===== src/rtl/ctrl_pkg.sv =====
// Shared encodings for the multi-cycle MIPS control path: opcodes, FSM states and
// the datapath select/ALU encodings that the existing alu_control also consumes.
package ctrl_pkg;

  localparam logic [5:0] OP_RTYPE = 6'b000000;
  localparam logic [5:0] OP_LW    = 6'b100011;
  localparam logic [5:0] OP_SW    = 6'b101011;
  localparam logic [5:0] OP_BEQ   = 6'b000100;
  localparam logic [5:0] OP_J     = 6'b000010;
  localparam logic [5:0] OP_ADDI  = 6'b001000;
  localparam logic [5:0] OP_SUBI  = 6'b001111;
  localparam logic [5:0] OP_ANDI  = 6'b001100;
  localparam logic [5:0] OP_ORI   = 6'b001101;
  localparam logic [5:0] OP_SLTI  = 6'b001010;

  typedef enum logic [3:0] {
    S_FETCH     = 4'd0,
    S_DECODE    = 4'd1,
    S_EXEC_R    = 4'd2,
    S_R_WB      = 4'd3,
    S_EXEC_I    = 4'd4,
    S_I_WB      = 4'd5,
    S_MEM_ADDR  = 4'd6,
    S_MEM_READ  = 4'd7,
    S_MEM_WB    = 4'd8,
    S_MEM_WRITE = 4'd9,
    S_BRANCH    = 4'd10,
    S_JUMP      = 4'd11,
    S_TRAP      = 4'd12,
    S_ERROR     = 4'd13
  } state_e;

  localparam logic [1:0] ALUOP_ADD   = 2'b00;
  localparam logic [1:0] ALUOP_SUB   = 2'b01;
  localparam logic [1:0] ALUOP_FUNCT = 2'b10;
  localparam logic [1:0] ALUOP_IMM   = 2'b11;

  localparam logic [1:0] SRCB_REGB    = 2'b00;
  localparam logic [1:0] SRCB_FOUR    = 2'b01;
  localparam logic [1:0] SRCB_IMM     = 2'b10;
  localparam logic [1:0] SRCB_IMM_SH2 = 2'b11;

  localparam logic [1:0] PCSRC_ALU    = 2'b00;
  localparam logic [1:0] PCSRC_ALUOUT = 2'b01;
  localparam logic [1:0] PCSRC_JUMP   = 2'b10;

  localparam logic [2:0] ALUIMM_NONE = 3'b000;
  localparam logic [2:0] ALUIMM_ADDI = 3'b001;
  localparam logic [2:0] ALUIMM_SUBI = 3'b010;
  localparam logic [2:0] ALUIMM_ANDI = 3'b011;
  localparam logic [2:0] ALUIMM_ORI  = 3'b100;
  localparam logic [2:0] ALUIMM_SLTI = 3'b101;

  function automatic logic [2:0] alu_imm_encode(input logic [5:0] op);
    case (op)
      OP_ADDI: return ALUIMM_ADDI;
      OP_SUBI: return ALUIMM_SUBI;
      OP_ANDI: return ALUIMM_ANDI;
      OP_ORI:  return ALUIMM_ORI;
      OP_SLTI: return ALUIMM_SLTI;
      default: return ALUIMM_NONE;
    endcase
  endfunction

endpackage


===== src/rtl/mem_wait_timer.sv =====
// Counts consecutive cycles spent waiting on memory; flags expiry on the cycle
// that would exceed the allowed wait, so a same-cycle mem_ready still wins upstream.
module mem_wait_timer #(
  parameter int MEM_TIMEOUT = 16
) (
  input  logic clk,
  input  logic rst_n,
  input  logic clear,
  input  logic count,
  output logic expired
);

  localparam int CW = $clog2(MEM_TIMEOUT + 1);

  logic [CW-1:0] cnt_q, cnt_d;

  always_comb begin
    cnt_d = cnt_q;
    if (clear) begin
      cnt_d = '0;
    end else if (count) begin
      cnt_d = cnt_q + 1'b1;
    end
  end

  always_ff @(posedge clk) begin
    if (!rst_n) begin
      cnt_q <= '0;
    end else begin
      cnt_q <= cnt_d;
    end
  end

  assign expired = count && (cnt_q == CW'(MEM_TIMEOUT - 1));

endmodule


===== src/rtl/multicycle_control.sv =====
// Multi-cycle MIPS control FSM: sequences each instruction, handshakes with unified
// memory, traps illegal opcodes and turns memory stalls past the limit into a bus error.
module multicycle_control
  import ctrl_pkg::*;
#(
  parameter int OPCODE_W    = 6,
  parameter int MEM_TIMEOUT = 16,
  parameter int CNT_W       = 32
) (
  input  logic                clk,
  input  logic                rst_n,
  input  logic [OPCODE_W-1:0] opcode,
  input  logic                zero,
  input  logic                mem_ready,
  output logic                mem_read,
  output logic                mem_write,
  output logic                iord,
  output logic                ir_write,
  output logic                pc_write,
  output logic                pc_write_cond,
  output logic [1:0]          pc_src,
  output logic                alu_src_a,
  output logic [1:0]          alu_src_b,
  output logic [1:0]          alu_op,
  output logic [2:0]          alu_op_imm,
  output logic                reg_dst,
  output logic                mem_to_reg,
  output logic                reg_write,
  output logic                retire,
  output logic [CNT_W-1:0]    instr_count,
  output logic                trap,
  output logic                bus_error
);

  state_e           state_q, state_d;
  logic [CNT_W-1:0] count_q, count_d;
  logic             in_mem_state, wait_count, wait_expired;

  // The timer runs only while a memory state is stalled; any other cycle clears it.
  assign in_mem_state = (state_q == S_FETCH) || (state_q == S_MEM_READ) ||
                        (state_q == S_MEM_WRITE);
  assign wait_count   = in_mem_state && !mem_ready;

  mem_wait_timer #(.MEM_TIMEOUT(MEM_TIMEOUT)) u_wait_timer (
    .clk     (clk),
    .rst_n   (rst_n),
    .clear   (!wait_count),
    .count   (wait_count),
    .expired (wait_expired)
  );

  always_ff @(posedge clk) begin
    if (!rst_n) begin
      state_q <= S_FETCH;
      count_q <= '0;
    end else begin
      state_q <= state_d;
      count_q <= count_d;
    end
  end

  always_comb begin
    state_d       = state_q;
    mem_read      = 1'b0;
    mem_write     = 1'b0;
    iord          = 1'b0;
    ir_write      = 1'b0;
    pc_write      = 1'b0;
    pc_write_cond = 1'b0;
    pc_src        = PCSRC_ALU;
    alu_src_a     = 1'b0;
    alu_src_b     = SRCB_REGB;
    alu_op        = ALUOP_ADD;
    alu_op_imm    = ALUIMM_NONE;
    reg_dst       = 1'b0;
    mem_to_reg    = 1'b0;
    reg_write     = 1'b0;
    retire        = 1'b0;

    case (state_q)
      S_FETCH: begin
        mem_read  = 1'b1;
        alu_src_b = SRCB_FOUR;
        if (mem_ready) begin
          ir_write = 1'b1;
          pc_write = 1'b1;
          state_d  = S_DECODE;
        end else if (wait_expired) begin
          state_d = S_ERROR;
        end
      end
      S_DECODE: begin
        alu_src_b = SRCB_IMM_SH2;
        case (opcode)
          OP_RTYPE:                                   state_d = S_EXEC_R;
          OP_LW, OP_SW:                               state_d = S_MEM_ADDR;
          OP_BEQ:                                     state_d = S_BRANCH;
          OP_J:                                       state_d = S_JUMP;
          OP_ADDI, OP_SUBI, OP_ANDI, OP_ORI, OP_SLTI: state_d = S_EXEC_I;
          default:                                    state_d = S_TRAP;
        endcase
      end
      S_EXEC_R: begin
        alu_src_a = 1'b1;
        alu_op    = ALUOP_FUNCT;
        state_d   = S_R_WB;
      end
      S_R_WB: begin
        reg_write = 1'b1;
        retire    = 1'b1;
        state_d   = S_FETCH;
      end
      S_EXEC_I: begin
        alu_src_a  = 1'b1;
        alu_src_b  = SRCB_IMM;
        alu_op     = ALUOP_IMM;
        alu_op_imm = alu_imm_encode(opcode);
        state_d    = S_I_WB;
      end
      S_I_WB: begin
        reg_dst   = 1'b1;
        reg_write = 1'b1;
        retire    = 1'b1;
        state_d   = S_FETCH;
      end
      S_MEM_ADDR: begin
        alu_src_a = 1'b1;
        alu_src_b = SRCB_IMM;
        state_d   = (opcode == OP_LW) ? S_MEM_READ : S_MEM_WRITE;
      end
      S_MEM_READ: begin
        mem_read = 1'b1;
        iord     = 1'b1;
        if (mem_ready) begin
          state_d = S_MEM_WB;
        end else if (wait_expired) begin
          state_d = S_ERROR;
        end
      end
      S_MEM_WB: begin
        reg_dst    = 1'b1;
        mem_to_reg = 1'b1;
        reg_write  = 1'b1;
        retire     = 1'b1;
        state_d    = S_FETCH;
      end
      S_MEM_WRITE: begin
        mem_write = 1'b1;
        iord      = 1'b1;
        if (mem_ready) begin
          retire  = 1'b1;
          state_d = S_FETCH;
        end else if (wait_expired) begin
          state_d = S_ERROR;
        end
      end
      S_BRANCH: begin
        alu_src_a     = 1'b1;
        alu_op        = ALUOP_SUB;
        pc_write_cond = 1'b1;
        pc_src        = PCSRC_ALUOUT;
        retire        = 1'b1;
        state_d       = S_FETCH;
      end
      S_JUMP: begin
        pc_write = 1'b1;
        pc_src   = PCSRC_JUMP;
        retire   = 1'b1;
        state_d  = S_FETCH;
      end
      S_TRAP, S_ERROR: state_d = state_q;
      default:         state_d = S_FETCH;
    endcase

    count_d = retire ? count_q + 1'b1 : count_q;
  end

  // Both fault states are absorbing, so the flags stay set until reset.
  assign trap        = (state_q == S_TRAP);
  assign bus_error   = (state_q == S_ERROR);
  assign instr_count = count_q;

endmodule


===== config.mk =====
export PLATFORM = sky130hd
export DESIGN_NAME = multicycle_control
export DESIGN_NICKNAME = d
export VERILOG_FILES = /design/src/rtl/ctrl_pkg.sv /design/src/rtl/mem_wait_timer.sv /design/src/rtl/multicycle_control.sv
export SDC_FILE = /design/constraint.sdc
export NUM_CORES = 1
export LEC_CHECK = 0
export CAP_MARGIN = 5
export CORE_UTILIZATION = 53
export DETAILED_ROUTE_END_ITERATION = 10
export PLACE_DENSITY = 0.85
export SYNTH_ARGS = -nofsm -noshare
export SYNTH_HDL_FRONTEND = slang
export SYNTH_HIERARCHICAL = 1
export SYNTH_SLANG_ARGS = --single-unit

===== constraint.sdc =====
create_clock -name clk -period 6.1 [get_ports clk]
set_input_delay 1.22 -clock clk [delete_from_list [all_inputs] [get_ports clk]]
set_output_delay 1.22 -clock clk [all_outputs]
set_load 0.05 [all_outputs]

==> impl_metrics.csv <==
group,metric,value,unit
timing,skew,0.0115,ns
grt,grt_max_degree,33,
cells_and_area,area_delta_synth_final,26.6,%
placed_design,io_buffer_count,62,
flow_run,timing.max_cap.violations,0,
timing,slew_viol_final,0,
timing,max_freq,0.214,GHz
grt,antenna_found_initial,0,
worst_setup_path,crit_required,4.88,ns
timing,hold_viol_final,0,
timing,rsz0062_at_grt,"no",
routing,final_antenna_net_count,0,
routing,vias,2459,
worst_hold_path,hold_class,"reg -> reg",
placed_design,place_area,0.00313,mm^2
worst_setup_path,crit_top_cell,"clkdlybuf4s50_1",
synth,yosys_most_used_dff,"dfxtp_1",
cts,cts_setup_buffers,0,
routing,route.final.wire_length,5.96,mm
die,rows,24,
die,ioPinCount,64,
synth,ys_seq_area_share,32.2,%
routing,post_drt_wl_per_cell,14.1,um
synth,synth_area_leaders,"dfxtp_1 (32%), nor2_1 (7.1%), xnor2_1 (5.8%)",
die,die_x,71.4,um
routing,route.met3.wl,223,um
power,p_sw,0.000261,W
cells_and_area,nNetsFinal,384,
die,dieArea,0.00510,mm^2
cts,cts_htree_levels,2,
routing,wl_met1,2.83,mm
run_status,failed_checks,"DRC",
die,core-area,0.00450,mm^2
synth,syn_area_per_cell,7.95,um^2
power,peakVddDrop,0.136,mV
synth,ys_ff_latch,41,
timing,setup_violations,0,
routing,highest_layer,"met4",
cts,cts_max_path_buffers,2,
worst_setup_path,start_kind,"input port",
power,seqPwrFrac,41.9,%
worst_setup_path,cp_slowest_cell,"clkdlybuf4s50_1",
synth,async_reset_ff_share,0,%
cts,insertion_delay,0.29,ns
die,start_util,56.7,%
worst_setup_path,worstSetupEndpointType,"output port",
synth,syn_inst,321,
timing,worst_hold_slack,0.498,ns
power,switching_share,37.1,%
routing,vias_per_cell,5.80,
cts,cts_root_buf,"clkbuf_8",
grt,grt.overflow.total,0,
worst_setup_path,cp_cell_sequence,"clkdlybuf4s50_1, nand2b_1, or4_1, nor3b_1, clkdlybuf4s50_1",
synth,yosysWarnings,6,
synth,synth_area,0.00255,mm^2
worst_setup_path,crit_type,"in -> out",
worst_setup_path,cp_max_fo,6,
power,p_leak,1.08,nW
grt,grt_pass1_vias,2241,
synth,synth_edf_count,0,
timing,tightest_slew,1.00,ns
cts,numCtsBuffers,5,
routing,drtIter0Drc,172,
timing,fin_crit_sh,76.5,%
synth,synth_commonest_cells,"nor2_1 (48), dfxtp_1 (41), nand2_1 (23)",
synth,synth_cell_types,58,
power,internal-power,0.000443,W
cells_and_area,fin_area,0.00323,mm^2
placed_design,gp_congestion,0.865,
routing,drt_first_pass_iters,8,
cells_and_area,drive_gt1_share,6.45,%
timing,finalSetupTns,0,ns
cts,cts_hold_buffers,0,
cts,cts_tree,"built",
cells_and_area,antenna-diode-count,0,
power,power_frac_comb,31.7,%
power,clockPowerShare,26.4,%
timing,fin_crit,4.67,ns
synth,synth_top_cell_area_share,32.2,%
routing,drc,7,
grt,grt_first_pass_wirelength,10.0,mm
die,fp.dieH,71.4,um
synth,yosys.area.top_type,"dfxtp_1",
grt,grt_usage,23.6,%
cts,path_clk_slew,0.08,ns
worst_setup_path,worst_ep_arrival_time,3.45,ns
worst_setup_path,critPathMaxStageDelay,0.83,ns
placed_design,place_hpwl,4.23,mm
run_status,status,"complete, but fails checks",
timing,max-slew-margin-rel,33.3,%
cts,clock-sinks,41,
cts,ctsResizeCount,0,
routing,dr_wl_met2,2.89,mm
power,power_density,218,mW/mm^2
synth,synth.net_count,334,
synth,synth_most_common_cell,"nor2_1",
## power groups by stage
stage / sequential, W / combinational (W) / clock (W)
3_3_place_gp: 0.000301 / 0.000221 / 0
6_report: 0.000295 / 0.000223 / 0.000186
5_1_grt: 0.000297 / 0.000239 / 0.000199
3_5_place_dp: 0.000301 / 0.000223 / 0
2_1_floorplan: 0.000292 / 0.000174 / 0
4_1_cts: 0.000294 / 0.000223 / 0.000192
## routing by layer
metal,up-vias,GRT usage [%]
met2,55,42.4
met4,0,2.22
li1,1237,-
met1,1165,30.5
met3,2,4.64
met5,-,0
## path summary, 6_finish.rpt
kind	startpoint	to	slack (ns)	depth (start not counted)
worst min-delay path	instr_count[31]	instr_count[31]	0.50	2
worst min register to register	instr_count[31]	instr_count[31]	0.50	2
worst max-delay path	opcode[5]	alu_op_imm[0]	1.43	5
worst max register to register	state_q[2]	state_q[1]	3.40	10
## cell type report
type	instances	area, um^2
Multi-Input combinational cell	251	1590
Clock inverter	2	13.8
Inverter	10	42.5
Clock buffer	6	82.6
Fill cell	362	1270
Timing Repair Buffer	62	621
Tap cell	52	65.1
Sequential cell	41	821
## registers in the layout (all words and copies together) (netlist names)
register            flops
state_q                 4
u_wait_timer/cnt_q      5
instr_count            32
## cells in the final DEF, fill, tap and decap left out, types with 4 or more instances in the layout
cell / instances
a21oi_1: 20
and2_1: 4
clkbuf_8: 6
clkdlybuf4s50_1: 62
dfxtp_1: 41
inv_1: 8
mux2i_1: 4
nand2_1: 23
nand2b_1: 9
nand3_1: 12
nand3b_1: 5
nand4_1: 13
nor2_1: 48
nor3_1: 9
nor4_1: 5
o21ai_0: 14
or3_1: 11
xnor2_1: 17
xor2_1: 6
## worst max-delay path, delay by kind of cell
family        cells  cell delay [ns]
simple gates      3             0.88
buf+inv           2             1.34
## cells by family after synthesis
family | Yosys count | share of synthesized area, %
AND/OR/NAND/NOR | 168 | 37.9
adder cells (fa/ha/maj) | 4 | 1.86
flip-flops | 41 | 32.2
multiplexers | 5 | 2.01
XOR/XNOR | 23 | 7.89
buffers and inverters | 29 | 5.74
AO/OA/AOI/OAI | 51 | 12.5
## metrics by stage
| stage | total power, W | utilization, % | cells | worst slack [ns] |
|---|---|---|---|---|
| 4_1_cts | 0.000710 | 71.7 | 424 | 1.46 |
| 3_3_place_gp | 0.000521 | 69.6 | 416 | 1.51 |
| 6_report | 0.000704 | 71.7 | 424 | 1.43 |
| 2_1_floorplan | 0.000466 | - | 321 | 1.52 |
| 3_5_place_dp | 0.000523 | 69.6 | 416 | 1.47 |
| 5_1_grt | 0.000736 | 71.7 | 424 | 1.35 |
Power figures use the tool's default switching activity.
